$ cat src/rtl/dict_loader.sv
// dict_loader: boot-time sequencer that reads a packed dictionary image from
// instruction memory and replays it as write pulses into dict1/dict2/dict3.
// Image: one header word (N1 in [3:0], N2 in [9:4], N3 in [18:10]), then
// N1 + N2 + N3 entry words in image order.
// Optional feature: define DICT_LOADER_CHECKSUM_EN to read one trailing word
// that must equal the XOR of the header and every entry word.
// Every memory word takes a request phase (valid held until ready), a write
// phase (valid low, write pulse for entries) and a gap phase.
module dict_loader #(
    parameter int          FIELD1_KEY_WIDTH = 3,
    parameter int          FIELD2_KEY_WIDTH = 5,
    parameter int          FIELD3_KEY_WIDTH = 8,
    parameter int          FIELD1_VAL_WIDTH = 7,
    parameter int          FIELD2_VAL_WIDTH = 10,
    parameter int          FIELD3_VAL_WIDTH = 15,
    parameter logic [31:0] TABLE_BASE       = 32'h0001_0000
) (
    input  logic                        clk,
    input  logic                        resetn,
    input  logic                        start,
    output logic                        busy,
    output logic                        done,
    output logic                        error,
    output logic [9:0]                  entries_loaded,
    output logic                        mem_req_valid,
    input  logic                        mem_req_ready,
    output logic [31:0]                 mem_req_addr,
    input  logic [31:0]                 mem_req_rdata,
    output logic                        dict1_write_enable,
    output logic [FIELD1_VAL_WIDTH-1:0] dict1_write_val,
    output logic                        dict2_write_enable,
    output logic [FIELD2_VAL_WIDTH-1:0] dict2_write_val,
    output logic                        dict3_write_enable,
    output logic [FIELD3_VAL_WIDTH-1:0] dict3_write_val
);

    localparam logic [2:0] ST_IDLE  = 3'd0;
    localparam logic [2:0] ST_HDR   = 3'd1;
    localparam logic [2:0] ST_LOAD1 = 3'd2;
    localparam logic [2:0] ST_LOAD2 = 3'd3;
    localparam logic [2:0] ST_LOAD3 = 3'd4;
    localparam logic [2:0] ST_DONE  = 3'd5;
    localparam logic [2:0] ST_ERR   = 3'd6;
`ifdef DICT_LOADER_CHECKSUM_EN
    localparam logic [2:0] ST_CSUM  = 3'd7;
    // After the last entry the checksum word still has to be fetched.
    localparam logic [2:0] ST_END   = ST_CSUM;
`else
    localparam logic [2:0] ST_END   = ST_DONE;
`endif

    // Per-word handshake phase.
    localparam logic [1:0] PH_REQ = 2'd0;
    localparam logic [1:0] PH_WR  = 2'd1;
    localparam logic [1:0] PH_GAP = 2'd2;

    localparam logic [31:0] CAP1 = 32'd1 << FIELD1_KEY_WIDTH;
    localparam logic [31:0] CAP2 = 32'd1 << FIELD2_KEY_WIDTH;
    localparam logic [31:0] CAP3 = 32'd1 << FIELD3_KEY_WIDTH;

    logic [2:0]  state;
    logic [1:0]  phase;
    logic [3:0]  rem1;
    logic [5:0]  rem2;
    logic [8:0]  rem3;
`ifdef DICT_LOADER_CHECKSUM_EN
    logic [31:0] csum_acc;
`endif

    logic [3:0]  hdr_n1;
    logic [5:0]  hdr_n2;
    logic [8:0]  hdr_n3;
    logic        hdr_bad;
    logic [2:0]  hdr_next;
    logic [2:0]  wr_next;
    logic        load_empty;
    logic        capture;
    logic [9:0]  entries_inc;
    logic        unused_rdata_bits;

    // First nonzero dictionary after 'from' in image order, else the end state.
    function automatic logic [2:0] next_state(input logic [2:0] from,
                                              input logic c1_nz,
                                              input logic c2_nz,
                                              input logic c3_nz);
        if (from == ST_HDR && c1_nz)
            return ST_LOAD1;
        if ((from == ST_HDR || from == ST_LOAD1) && c2_nz)
            return ST_LOAD2;
        if ((from == ST_HDR || from == ST_LOAD1 || from == ST_LOAD2) && c3_nz)
            return ST_LOAD3;
        return ST_END;
    endfunction

    assign hdr_n1  = mem_req_rdata[3:0];
    assign hdr_n2  = mem_req_rdata[9:4];
    assign hdr_n3  = mem_req_rdata[18:10];
    assign hdr_bad = (32'(hdr_n1) > CAP1) || (32'(hdr_n2) > CAP2) || (32'(hdr_n3) > CAP3);
    assign hdr_next = next_state(ST_HDR, hdr_n1 != 4'd0, hdr_n2 != 6'd0, hdr_n3 != 9'd0);
    assign wr_next  = next_state(state, rem1 != 4'd0, rem2 != 6'd0, rem3 != 9'd0);
    assign load_empty = (state == ST_LOAD1 && rem1 == 4'd0) ||
                        (state == ST_LOAD2 && rem2 == 6'd0) ||
                        (state == ST_LOAD3 && rem3 == 9'd0);
    // Ready is only meaningful while a request is outstanding.
    assign capture     = mem_req_valid && mem_req_ready;
    assign entries_inc = (entries_loaded == 10'h3FF) ? entries_loaded : entries_loaded + 10'd1;
    // Header bits [31:19] carry no information.
    assign unused_rdata_bits = ^mem_req_rdata[31:19];

    // Sequencer: state, handshake phase, address, counters and all outputs.
    // NOTE: every output here is a flop, so the memory port and the
    // dictionary write ports see glitch-free signals straight from registers.
    always_ff @(posedge clk or negedge resetn) begin
        if (!resetn) begin
            state              <= ST_IDLE;
            phase              <= PH_REQ;
            rem1               <= '0;
            rem2               <= '0;
            rem3               <= '0;
            busy               <= 1'b0;
            done               <= 1'b0;
            error              <= 1'b0;
            entries_loaded     <= '0;
            mem_req_valid      <= 1'b0;
            mem_req_addr       <= '0;
            dict1_write_enable <= 1'b0;
            dict1_write_val    <= '0;
            dict2_write_enable <= 1'b0;
            dict2_write_val    <= '0;
            dict3_write_enable <= 1'b0;
            dict3_write_val    <= '0;
`ifdef DICT_LOADER_CHECKSUM_EN
            csum_acc           <= '0;
`endif
        end else begin
            // NOTE: write enables default low each cycle and are overridden
            // below only on a capture, which makes them single-cycle pulses.
            dict1_write_enable <= 1'b0;
            dict2_write_enable <= 1'b0;
            dict3_write_enable <= 1'b0;

            case (state)
                ST_IDLE: begin
                    if (start) begin
                        state          <= ST_HDR;
                        phase          <= PH_REQ;
                        mem_req_addr   <= TABLE_BASE;
                        mem_req_valid  <= 1'b1;
                        busy           <= 1'b1;
                        entries_loaded <= '0;
`ifdef DICT_LOADER_CHECKSUM_EN
                        csum_acc       <= '0;
`endif
                    end
                end

                ST_DONE, ST_ERR: begin
                    // Terminal: only resetn leaves these states.
                end

                default: begin
                    case (phase)
                        PH_REQ: begin
                            if (capture) begin
                                mem_req_valid <= 1'b0;
                                mem_req_addr  <= mem_req_addr + 32'd4;
                                phase         <= PH_WR;
`ifdef DICT_LOADER_CHECKSUM_EN
                                csum_acc      <= csum_acc ^ mem_req_rdata;
`endif
                                case (state)
                                    ST_HDR: begin
                                        if (hdr_bad) begin
                                            state <= ST_ERR;
                                            error <= 1'b1;
                                            busy  <= 1'b0;
                                        end else begin
                                            rem1  <= hdr_n1;
                                            rem2  <= hdr_n2;
                                            rem3  <= hdr_n3;
                                            state <= hdr_next;
                                            if (hdr_next == ST_DONE) begin
                                                done <= 1'b1;
                                                busy <= 1'b0;
                                            end
                                        end
                                    end
                                    ST_LOAD1: begin
                                        dict1_write_val    <= mem_req_rdata[FIELD1_VAL_WIDTH-1:0];
                                        dict1_write_enable <= 1'b1;
                                        rem1               <= rem1 - 4'd1;
                                        entries_loaded     <= entries_inc;
                                    end
                                    ST_LOAD2: begin
                                        dict2_write_val    <= mem_req_rdata[FIELD2_VAL_WIDTH-1:0];
                                        dict2_write_enable <= 1'b1;
                                        rem2               <= rem2 - 6'd1;
                                        entries_loaded     <= entries_inc;
                                    end
                                    ST_LOAD3: begin
                                        dict3_write_val    <= mem_req_rdata[FIELD3_VAL_WIDTH-1:0];
                                        dict3_write_enable <= 1'b1;
                                        rem3               <= rem3 - 9'd1;
                                        entries_loaded     <= entries_inc;
                                    end
`ifdef DICT_LOADER_CHECKSUM_EN
                                    ST_CSUM: begin
                                        busy <= 1'b0;
                                        if (mem_req_rdata == csum_acc) begin
                                            state <= ST_DONE;
                                            done  <= 1'b1;
                                        end else begin
                                            state <= ST_ERR;
                                            error <= 1'b1;
                                        end
                                    end
`endif
                                    default: begin
                                    end
                                endcase
                            end
                        end

                        PH_WR: begin
                            // The write pulse is on the port this cycle; move on
                            // once the current dictionary has been drained.
                            phase <= PH_GAP;
                            if (load_empty) begin
                                state <= wr_next;
                                if (wr_next == ST_DONE) begin
                                    done <= 1'b1;
                                    busy <= 1'b0;
                                end
                            end
                        end

                        default: begin
                            phase         <= PH_REQ;
                            mem_req_valid <= 1'b1;
                        end
                    endcase
                end
            endcase
        end
    end

endmodule

$ cat config.mk
export PLATFORM = sky130hd
export DESIGN_NAME = dict_loader
export DESIGN_NICKNAME = d
export VERILOG_FILES = /design/src/rtl/dict_loader.sv
export SDC_FILE = /design/constraint.sdc
export NUM_CORES = 1
export LEC_CHECK = 0
export BUFFER_PORTS_ARGS = -buffer_cell sky130_fd_sc_hd__buf_2
export CAP_MARGIN = 0
export CORE_MARGIN = 3
export CORE_UTILIZATION = 52
export CTS_CLUSTER_SIZE = 14
export DETAILED_ROUTE_END_ITERATION = 16
export GPL_TIMING_DRIVEN = 0
export PLACE_DENSITY_LB_ADDON = 0.25
export SLEW_MARGIN = 0
export SYNTH_ARGS = -nofsm -noshare
export SYNTH_HDL_FRONTEND = slang
export SYNTH_SLANG_ARGS = --single-unit
$ cat constraint.sdc
create_clock -name clk -period 3.4 [get_ports clk]
set_input_delay 0.68 -clock clk [delete_from_list [all_inputs] [get_ports clk]]
set_output_delay 0.68 -clock clk [all_outputs]
set_load 0.005 [all_outputs]
After elaboration in Yosys (flattened, before gate mapping):

Index checks and enable logic that the tools add are counted.

* bitwise logic cells: 2
* eq/ne operators: 25
* $add $sub $neg: 5
* magnitude comparators: 3
* muxes and demuxes: 82
* reductions and logical operators: 49

Operators with widths (count)
* $mux W32: 3
* $pmux W32 S2: 1
* $mux W3: 17
* $mux W10: 5
* $mux W1: 38
* $add A32 B3 Y32 const B: 1
* $pmux W10 S2: 1
* $reduce_and A4 Y1: 5
* $reduce_and A5 Y1: 4
* $pmux W9 S2: 1
* $reduce_bool A9 Y1: 2
* $ne A2 B2 Y1 const B: 8
* $reduce_and A8 Y1: 2
* $eq A3 B3 Y1 const B: 5
* $reduce_bool A2 Y1: 7
* $pmux W3 S2: 2
* $pmux W6 S2: 1
* $reduce_and A6 Y1: 2
* $reduce_bool A6 Y1: 2
* $add A10 B1 Y10 const B: 1
* $eq A10 B10 Y1 const B: 1
* $pmux W1 S2: 5
* $gt A9 B9 Y1 const B: 1
* $logic_not A9 Y1: 1
* other kinds (30): 50

* logic and storage cells: 183
* output and inout bits: 81
* flip-flop bits (word level): 105
* bits of input ports: 36

Logic depth before layout (Yosys ltp):

Gate-level depths: netlist of run 1.

* depth after elaboration: 15
* mapped depth: 9
* depth with buffers taken out: 8

Worst setup path after synthesis of run 1:

Ideal clock, no wire load.

* path type: input to register
* from: input mem_req_rdata[4]
* to: register rem2[3]
* slack: 1.001 ns
* stages: 5
* data arrival time: 2.277 ns
* required time: 3.277 ns
* buffers on the path: 0
* path through: or4_4 > o21a_1 > a221oi_1 > nand2_1 > o221a_2

* word-level cells in the longest chain between the ends: 5

Ends and longest elaborated chain
* start, declared: RTL line 28 `input logic [31:0] mem_req_rdata,`
* $gt A6 B6 Y1: RTL line 98 `assign hdr_bad = (32'(hdr_n1) > CAP1) || (32'(hdr_n2) > CAP2) || (32'(hdr_n3) > CAP3);`
* $logic_or A1 B1 Y1 (2 in a row): RTL line 98
* $ne A2 B2 Y1 (no line)
* $reduce_and A5 Y1 (no line)
* end signal, assigned: RTL line 179 `rem2 <= hdr_n2;`
* end signal, assigned: RTL line 197 `rem2 <= rem2 - 6'd1;`
* end, declared: RTL line 64 `logic [5:0] rem2;`

Every way passes these cells.
A chain may end at the register's enable or synchronous reset.

Worst setup path in the final report of run 1:

* from: register state[2]
* to: register dict3_write_val[13]

* word-level cells in the longest chain between the ends: 4
* elaborated cells on any way between the ends: 7
* classes of those cells: 3 x eq/ne; 1 x bitwise; 3 x reduce/logical

Ends and longest elaborated chain
* start, declared: RTL line 61 `logic [2:0] state;`
* start signal, assigned: RTL line 181 `state <= hdr_next;`
* start signal, assigned: RTL line 229 `state <= wr_next;`
* $eq A3 B3 Y1 or $logic_not A3 Y1 (tied branches): RTL line 142 `case (state)`
* $reduce_or A3 Y1 (no line)
* $not A1 Y1 (no line)
* $reduce_and A4 Y1 (no line) *
* end signal, assigned: RTL line 201 `dict3_write_val <= mem_req_rdata[FIELD3_VAL_WIDTH-1:0];`
* end, declared: RTL line 34 `output logic [FIELD3_VAL_WIDTH-1:0] dict3_write_val`

Mark *: on every way between the ends. The rest lies on a longest branch, timed or not.

==> results of run 1 <==
routing by layer:
metal	vias up	wire length [um]	part of all wire, %	global-route usage, %
met5	-	0	0	0
li1	2134	-	-	-
met2	135	6350	51	38.9
met4	0	165	1.3	7.67
met1	2168	5260	42	28.5
met3	12	702	5.6	3.67
cells in the final DEF, fill, tap and decap left out, drive strengths merged, types with 20 or more instances in the layout:
cell type  count
xor2          20
clkbuf        23
mux2          34
a21oi         38
buf          114
nand2         49
dfrtp        103
nor2          55
o21ai         31
power groups by stage:
| stage | clock, mW | sequential [mW] | combinational, mW |
|---|---|---|---|
| 3_3_place_gp | 0 | 1.91 | 1.83 |
| 6_report | 0.833 | 1.92 | 1.89 |
| 2_1_floorplan | 0 | 1.90 | 1.25 |
| 5_1_grt | 0.897 | 1.97 | 2.12 |
| 4_1_cts | 0.853 | 1.91 | 1.90 |
| 3_5_place_dp | 0 | 1.93 | 1.90 |
sequential cells by signal (all words and copies together), names as in the netlist, 2 cells and up:
name,count
dict1_write_val,7
rem2,6
rem3,9
state,3
phase,2
mem_req_addr,30
rem1,4
dict3_write_val,15
dict2_write_val,10
entries_loaded,10
through the flow:
step | setup slack [ns] | instance area (um^2) | std cells | hold slack, ns | total power, mW
finish | 0.764 | 6210 | 783 | 0.357 | 4.64
global route | 0.608 | 6210 | 783 | 0.410 | 4.98
CTS | 0.762 | 6210 | 783 | 0.379 | 4.66
detailed placement | 0.492 | 6000 | 768 | 0.481 | 3.83
global placement | 0.533 | 5970 | 767 | 0.441 | 3.73
floorplan | 1.00 | 5300 | 533 | 0.384 | 3.15
path summary, 6_finish.rpt:
| path | start | end | slack (ns) |
|---|---|---|---|
| worst max-delay path | state[2] | dict3_write_val[13] | 0.76 |
| worst min-delay path | resetn | mem_req_addr[29] | 0.36 |
| worst max register to register | state[2] | dict3_write_val[13] | 0.76 |
| worst min register to register | error | error | 0.49 |
| max in group asynchronous | resetn | rem1[1] | 2.35 |
| min in group clk | error | error | 0.49 |
cells by family after synthesis:
| group | Yosys count | synth area share (%) |
|---|---|---|
| adders and majority gates | 7 | 1.61 |
| DFF | 103 | 48.7 |
| buffers and inverters | 39 | 3.28 |
| other | 1 | 0.0708 |
| xor gates and xnor gates | 32 | 5.29 |
| muxes | 37 | 7.80 |
| and+or+nand+nor | 208 | 20.5 |
| AOI/OAI and AO/OA | 105 | 12.8 |
cell type report:
type / count / area (um^2) / share of cell area, %
clock inverters: 5 / 83.8 / 1.35
clock buffers: 10 / 128 / 2.05
flip-flops and latches: 103 / 2580 / 41.5
well taps: 133 / 166 / 2.68
multi-input cells: 391 / 2550 / 41.0
plain buffers: 25 / 121 / 1.95
repair buffers: 102 / 536 / 8.62
inverters: 14 / 52.6 / 0.846
worst max-delay path, cell delays in order (launching register included):
cell and delay (ns):
dfrtp_1 0.33, buf_2 0.20, clkinv_1 0.26, nor3_2 0.53, nand2_1 0.47, clkbuf_1 0.37
mux2_2 0.35
==> impl_metrics.ini, run 1 <==
[global_routing]
track_usage_pct = 22.4
grt_pass1_vias = 4278
grt_max_degree = 57
grt_pass1_wl_mm = 20.6
antenna_found_initial = 0
grt_overflow = 0

[die]
die_y_um = 107
row_count = 36
fp.dieW_um = 107
initial_utilization_pct = 53.9
core_mm2 = 0.00982
dieArea_mm2 = 0.0114
ios = 117

[timing]
finalHoldViolations = 0
drv_slew = 0
rsz0062_at_grt = no
finClkSkew_ns = 0.0108
period_minus_slack_ns = 2.64
max_slew_margin_pct = 43.7
fin_crit_sh_pct = 77.5
tightest_slew_ns = 0.845
max_freq_mhz = 379
setup_violations = 0
fin_tns_setup_ns = 0

[synth]
syn_inst = 532
syn_area_mm2 = 0.00530
synth_top_cells_by_count = dfrtp_1, nor2_1, nand2_1
synth_seq_area_share_pct = 48.7
synth_edf_count = 0
ys_async_sr_fraction_pct = 100
synth_most_common_cell = dfrtp_1
yosys.area.top_type = dfrtp_1
synth_area_leaders = dfrtp_1, mux2_2, nor2_1
yosys_warnings = 0
synth_ff_type = dfrtp_1
ys_ff_latch = 103
synth_cell_type_count = 72
synth.avg_cell_area_um2 = 9.96
netlist.area_leader.share_pct = 48.7

[worst_setup_path]
crit_type = register to register
worst_setup_path_end_kind = register
path_max_fanout = 10
arrival_ns = 2.89
required_ns = 3.66
reg2regPathDepth = 6
start_kind = register

[outcome]
status = completed

[clock_tree]
cts_tree = done
numCtsBuffers = 9
cts-htree-levels = 3
post_cts_buffers = 0
insertion_delay_ns = 0.38
cts_sinks = 103
post_cts_resized = 0
cts.clk_slew.worst_paths_ns = 0.10
cts_root_buffer = clkbuf_8
cts_hold_buf = 0
cts_buffer_depth = 2

[finish]
fillers = 856
drive_gt1_share_pct = 27.8
syn2layout_area_growth_pct = 17.3
final_util_pct = 63.3
nets = 688
antennaDiodeCount = 0

[hold_path]
hold_path.class = primary input to async pin

[power]
powerDensity_mw_per_mm2 = 746
swShare_pct = 38.2
comb_power_share_pct = 40.7
internal-power_mw = 2.87
switchingPower_mw = 1.77
leakage_nw = 2.94
p_clk_share_pct = 18.0
ir_worst_vdd_v = 0.000436
sequentialPowerShare_pct = 41.3

[placement]
dp_hpwl_mm = 9.25
place.gp.congestion = 0.896
port_buffers = 101

[detailed_routing]
firstDrtPassIters = 5
ant_nets = 0
num_vias = 4449
drt-total-wl_mm = 12.5
post-route-drc-count = 0
vias_per_cell = 5.68
dr.first_iter.drc_count = 271
wire_per_inst_um = 15.9

[flow_run]
maxCapViolCount = 0
Power figures use the tool's default switching activity.
==> run 2, diff against run 1 <==
--- a/config.mk
+++ b/config.mk
@@ -8,7 +8,7 @@
 export BUFFER_PORTS_ARGS = -buffer_cell sky130_fd_sc_hd__buf_2
 export CAP_MARGIN = 0
 export CORE_MARGIN = 3
-export CORE_UTILIZATION = 52
+export CORE_UTILIZATION = 49
 export CTS_CLUSTER_SIZE = 14
 export DETAILED_ROUTE_END_ITERATION = 16
 export GPL_TIMING_DRIVEN = 0
==> constraint.sdc (replaced) <==
create_clock -name clk -period 2.4 [get_ports clk]
set_input_delay 0.48 -clock clk [delete_from_list [all_inputs] [get_ports clk]]
set_output_delay 0.48 -clock clk [all_outputs]
set_load 0.005 [all_outputs]
==> run 2 against run 1 <==
Net effect: setup slack lost 0.58 ns; critical endpoint is now state[0]; cell area grew 1.1%; largest power group is now combinational logic; cell count grew 0.77%; combinational power grew 47%; critical path depth grew 2.
==> impl_metrics.ini, run 2 (synthesis results as in run 1) <==
[timing]
setup_violations = 0
holdWs_ns = 0.0646
max_slew_margin_pct = 61.6
fin_tns_setup_ns = 0
worst_slack_ns = 0.185
finClkSkew_ns = 0.0129
finalHoldViolations = 0
rsz0062_at_grt = yes
max_freq_mhz = 452
tightest_slew_ns = 0.576
drv_slew = 0
fin_crit_sh_pct = 92.3
period_minus_slack_ns = 2.21

[die]
row_count = 37
ios = 117
initial_utilization_pct = 50.8
core_mm2 = 0.0104
fp.dieW_um = 110
die_y_um = 110
dieArea_mm2 = 0.0121

[finish]
stdcell_count = 789
final_util_pct = 60.3
regMostFlops = mem_req_addr
reg_top3 = mem_req_addr (30), dict3_write_val (15)
post-route-cell-area_mm2 = 0.00628
nets = 691
drive_gt1_share_pct = 30.2
final_cell_mix = buf_2, dfrtp_1, nor2_1
antennaDiodeCount = 0
largest_reg_flops = 30
final_common_cell = buf_2
syn2layout_area_growth_pct = 18.6
fillers = 938

[worst_setup_path]
slowest_stage = dfrtp_1
path_max_fanout = 10
worst_setup_path_end_kind = register
crit_type = register to register
crit_chain = clkbuf_4 > inv_2 > or3_1 > clkbuf_1 > o221ai_1 > o21ai_2 > nor2_1 > a32oi_1
crit-reg2reg-capture = state[0]
timing.critical_path.buf_inv = 3
regToRegStartpoint = state[1]
start_kind = register
required_ns = 2.64
reg2regPathDepth = 8
arrival_ns = 2.45
rrSetupSlack_ns = 0.19
crit_path_max_incr_delay_ns = 0.47
critPathTopFamily = buffers and inverters

[placement]
dpl.cell_count = 771
place.gp.congestion = 0.906
postPlaceCellArea_mm2 = 0.00601
dp_hpwl_mm = 9.31
dp_slack_ns = -0.275
port_buffers = 101

[clock_tree]
cts_buffer_depth = 2
cts_sinks = 103
cts_root_buffer = clkbuf_8
cts.clk_slew.worst_paths_ns = 0.10
cts-htree-levels = 3
numCtsBuffers = 9
cts_tree = done
insertion_delay_ns = 0.36

[power]
totalPowerFinal_mw = 6.59
ir_worst_vdd_v = 0.000634
leakage_nw = 2.97
powerDensity_mw_per_mm2 = 1050

[detailed_routing]
num_vias = 4498
wire_per_inst_um = 16.3
post-route-drc-count = 0
drt-total-wl_mm = 12.8
vias_per_cell = 5.70
dr.first_iter.drc_count = 289
firstDrtPassIters = 5
ant_nets = 0

[global_routing]
track_usage_pct = 21.2
grt_max_degree = 70
grt_pass1_vias = 4297
grt_overflow = 0
grt_pass1_wl_mm = 20.6
antenna_found_initial = 0

[hold_path]
hold_path.class = primary input to async pin

[outcome]
status = completed

[flow_run]
maxCapViolCount = 0
==> run 2: cell count changes in the layout (fill, tap and decap cells not counted), moves of 2 or more <==
cell      delta
nor3_4       +2
clkinv_2     +2
buf_4        +3
clkbuf_2     +3
clkbuf_1     -5
nand2_1      -2
nand2_2      +2
==> run 2: what timing repair did <==
item / CTS / global route
pin swaps: 0 / 2
gates resized for setup: 4 / 17
buffers inserted: 0 / 3
hold buffers: 0 / 0
endpoints found under the setup margin: 46 / 55
==> run 2: how the worst max path moves through the flow <==
stage,from,to,slack (ns),cells after the start
floorplan,mem_req_rdata[4],rem2[3],0.20,5
global placement,resetn,dict2_write_val[3],-0.31,1
detailed placement,mem_req_rdata[4],rem2[3],-0.28,6
CTS,state[2],state[2],0.02,8
global route,state[1],rem1[2],-0.03,7
finish,state[1],state[0],0.19,8
==> run 2: per-layer routing <==
metal	vias to the layer above	part of all wire (%)	GRT usage [%]
li1	2132	-	-
met1	2221	44	27.8
met2	133	49	35.4
met3	12	6.0	4.40
met4	0	0.84	6.23
met5	-	0	0
==> run 2: cell type report <==
| class | count | area (um^2) | area share [%] |
|---|---|---|---|
| plain buffers | 25 | 129 | 2.05 |
| well taps | 136 | 170 | 2.71 |
| flip-flops and latches | 103 | 2580 | 41.0 |
| clock buffers | 9 | 124 | 1.97 |
| repair buffers | 105 | 558 | 8.89 |
| multi-input cells | 391 | 2610 | 41.5 |
| inverters | 14 | 52.6 | 0.837 |
| clock inverters | 6 | 62.6 | 0.996 |
==> run 2: power breakdown <==
part | internal, mW | switching, mW | total [mW]
Clock | 0.473 | 0.605 | 1.08
Combinational | 1.23 | 1.55 | 2.78
Sequential | 2.28 | 0.445 | 2.73
==> run 3, diff against run 2 <==
--- a/config.mk
+++ b/config.mk
@@ -8,11 +8,12 @@
 export BUFFER_PORTS_ARGS = -buffer_cell sky130_fd_sc_hd__buf_2
 export CAP_MARGIN = 0
 export CORE_MARGIN = 3
-export CORE_UTILIZATION = 49
+export CORE_UTILIZATION = 25
 export CTS_CLUSTER_SIZE = 14
 export DETAILED_ROUTE_END_ITERATION = 16
 export GPL_TIMING_DRIVEN = 0
 export PLACE_DENSITY_LB_ADDON = 0.25
+export RECOVER_POWER = 50
 export SLEW_MARGIN = 0
 export SYNTH_ARGS = -nofsm -noshare
 export SYNTH_HDL_FRONTEND = slang
==> run 3 against run 2 <==
Net effect: power rose by 6.0%; non-clock buffer count rose by 3; first-iteration DRC count shrank 15%; critical path depth is the same; sequential power is essentially flat; global-route usage is 8.7 points lower; wire length up 11%; highest routed layer is now met5; the flow now finishes with violations (max-capacitance violations, max-slew violations); clock power rose by 37%; largest power group unchanged; cell area is 4.4% higher; utilization decreased by 28 points.
==> impl_metrics.ini, run 3 (synthesis results as in run 1) <==
[outcome]
status = finished, violations left
violations = max-capacitance violations, max-slew violations

[global_routing]
antenna_found_initial = 1
grtUsageMet3_pct = 3.48
track_usage_pct = 12.5
grt_pass1_wl_mm = 22.9
grt_pass1_vias = 4201
grt_overflow = 0
top_usage_layer = met2
met2_usage_pct = 19.1
grt_max_degree = 65
met1_usage_pct = 17.8

[detailed_routing]
vias_per_cell = 4.73
wire_per_inst_um = 15.3
drt-total-wl_mm = 14.2
dr.first_iter.drc_count = 247
num_vias = 4389
ant_nets = 0
post-route-drc-count = 0
firstDrtPassIters = 7

[timing]
holdWs_ns = 0.400
period_minus_slack_ns = 2.23
fin_crit_sh_pct = 93.0
max_freq_mhz = 448
finalHoldViolations = 0
rsz0062_at_grt = yes
setup_violations = 0
fin_tns_setup_ns = 0
max_slew_margin_pct = -15.9
drv_slew = 64
finClkSkew_ns = 0.00782
tightest_slew_ns = 1.74

[die]
fp.dieW_um = 152
die_y_um = 152
initial_utilization_pct = 25.8
row_count = 52
core_mm2 = 0.0205
dieArea_mm2 = 0.0230
ios = 117

[power]
leakage_nw = 2.94
totalPowerFinal_mw = 6.98
powerDensity_mw_per_mm2 = 1070
ir_worst_vdd_v = 0.000481

[clock_tree]
insertion_delay_ns = 0.35
cts-htree-levels = 3
cts_tree = done
cts.clk_slew.worst_paths_ns = 0.07
cts_root_buffer = clkbuf_16
cts_buffer_depth = 2
numCtsBuffers = 9
cts_sinks = 103

[finish]
nets = 694
final_common_cell = dfrtp_1
largest_reg_flops = 30
drive_gt1_share_pct = 26.3
antennaDiodeCount = 0
stdcell_count = 927
final_cell_mix = dfrtp_1, buf_2, nor2_1
regMostFlops = mem_req_addr
post-route-cell-area_mm2 = 0.00655
reg_top3 = mem_req_addr (30), dict3_write_val (15)
syn2layout_area_growth_pct = 23.7

[placement]
dp_hpwl_mm = 10.3
port_buffers = 101
place.gp.congestion = 0.812
postPlaceCellArea_mm2 = 0.00617
dpl.cell_count = 905

[hold_path]
hold_path.class = primary input to register

[worst_setup_path]
required_ns = 2.63
crit_type = register to register
start_kind = register
arrival_ns = 2.46
worst_setup_path_end_kind = register
path_max_fanout = 5

[flow_run]
maxCapViolCount = 1
run 3: repair_timing:
action                     CTS  global route
cloned                       0             0
setup buffers                0             6
setup endpoints to repair   50            63
hold buffers                 0             0
gates resized for setup      5            15
pin swaps                    1             4
run 3: area by class of cell:
type                    instances  area, um^2
plain buffers                  25         128
clock buffers                  11         233
clock inverters                 5        58.8
fillers                      2166       13900
inverters                      14        52.6
multi-input cells             391        2620
flip-flops and latches        103        2580
well taps                     270         338
repair buffers                108         544
run 3: metrics by stage:
stage | util (%) | worst slack, ns
2_1_floorplan | - | 0.201
3_3_place_gp | 30.0 | -0.479
3_5_place_dp | 30.1 | -0.281
4_1_cts | 31.7 | -0.0263
5_1_grt | 32.0 | -0.00830
6_report | 32.0 | 0.168
run 3: path summary, 6_finish.rpt:
path	slack (ns)	cells after the start	end	from
min	0.40	2	dict3_write_val[13]	mem_req_rdata[13]
max reg2reg	0.17	8	busy	rem2[0]
max in group asynchronous	0.77	1	dict3_write_val[0]	resetn
min reg2reg	0.47	1	error	error
min in group asynchronous	0.55	1	mem_req_addr[31]	resetn
max	0.17	8	busy	rem2[0]
run 3: critical path, cell delays in order (launching register included):
cell and delay [ns]:
dfrtp_1 0.43, inv_1 0.08, ha_1 0.19, or3b_2 0.50, nor4_2 0.30, a21oi_1 0.08, o21ai_0 0.22, o31a_1 0.21
o21ai_0 0.09
run 3: layer usage:
metal,wire [um],vias to the layer above,share of wire [%]
li1,-,2149,-
met1,6830,2099,48
met2,6350,127,45
met3,875,12,6.2
met4,101,2,0.71
met5,12,-,0.085
run 3: report_power, final:
group / leakage [nW] / switching, mW / total (mW) / internal [mW]
clock: 0.136 / 0.674 / 1.48 / 0.811
sequential: 1.33 / 0.439 / 2.72 / 2.28
combinational: 1.47 / 1.57 / 2.78 / 1.21
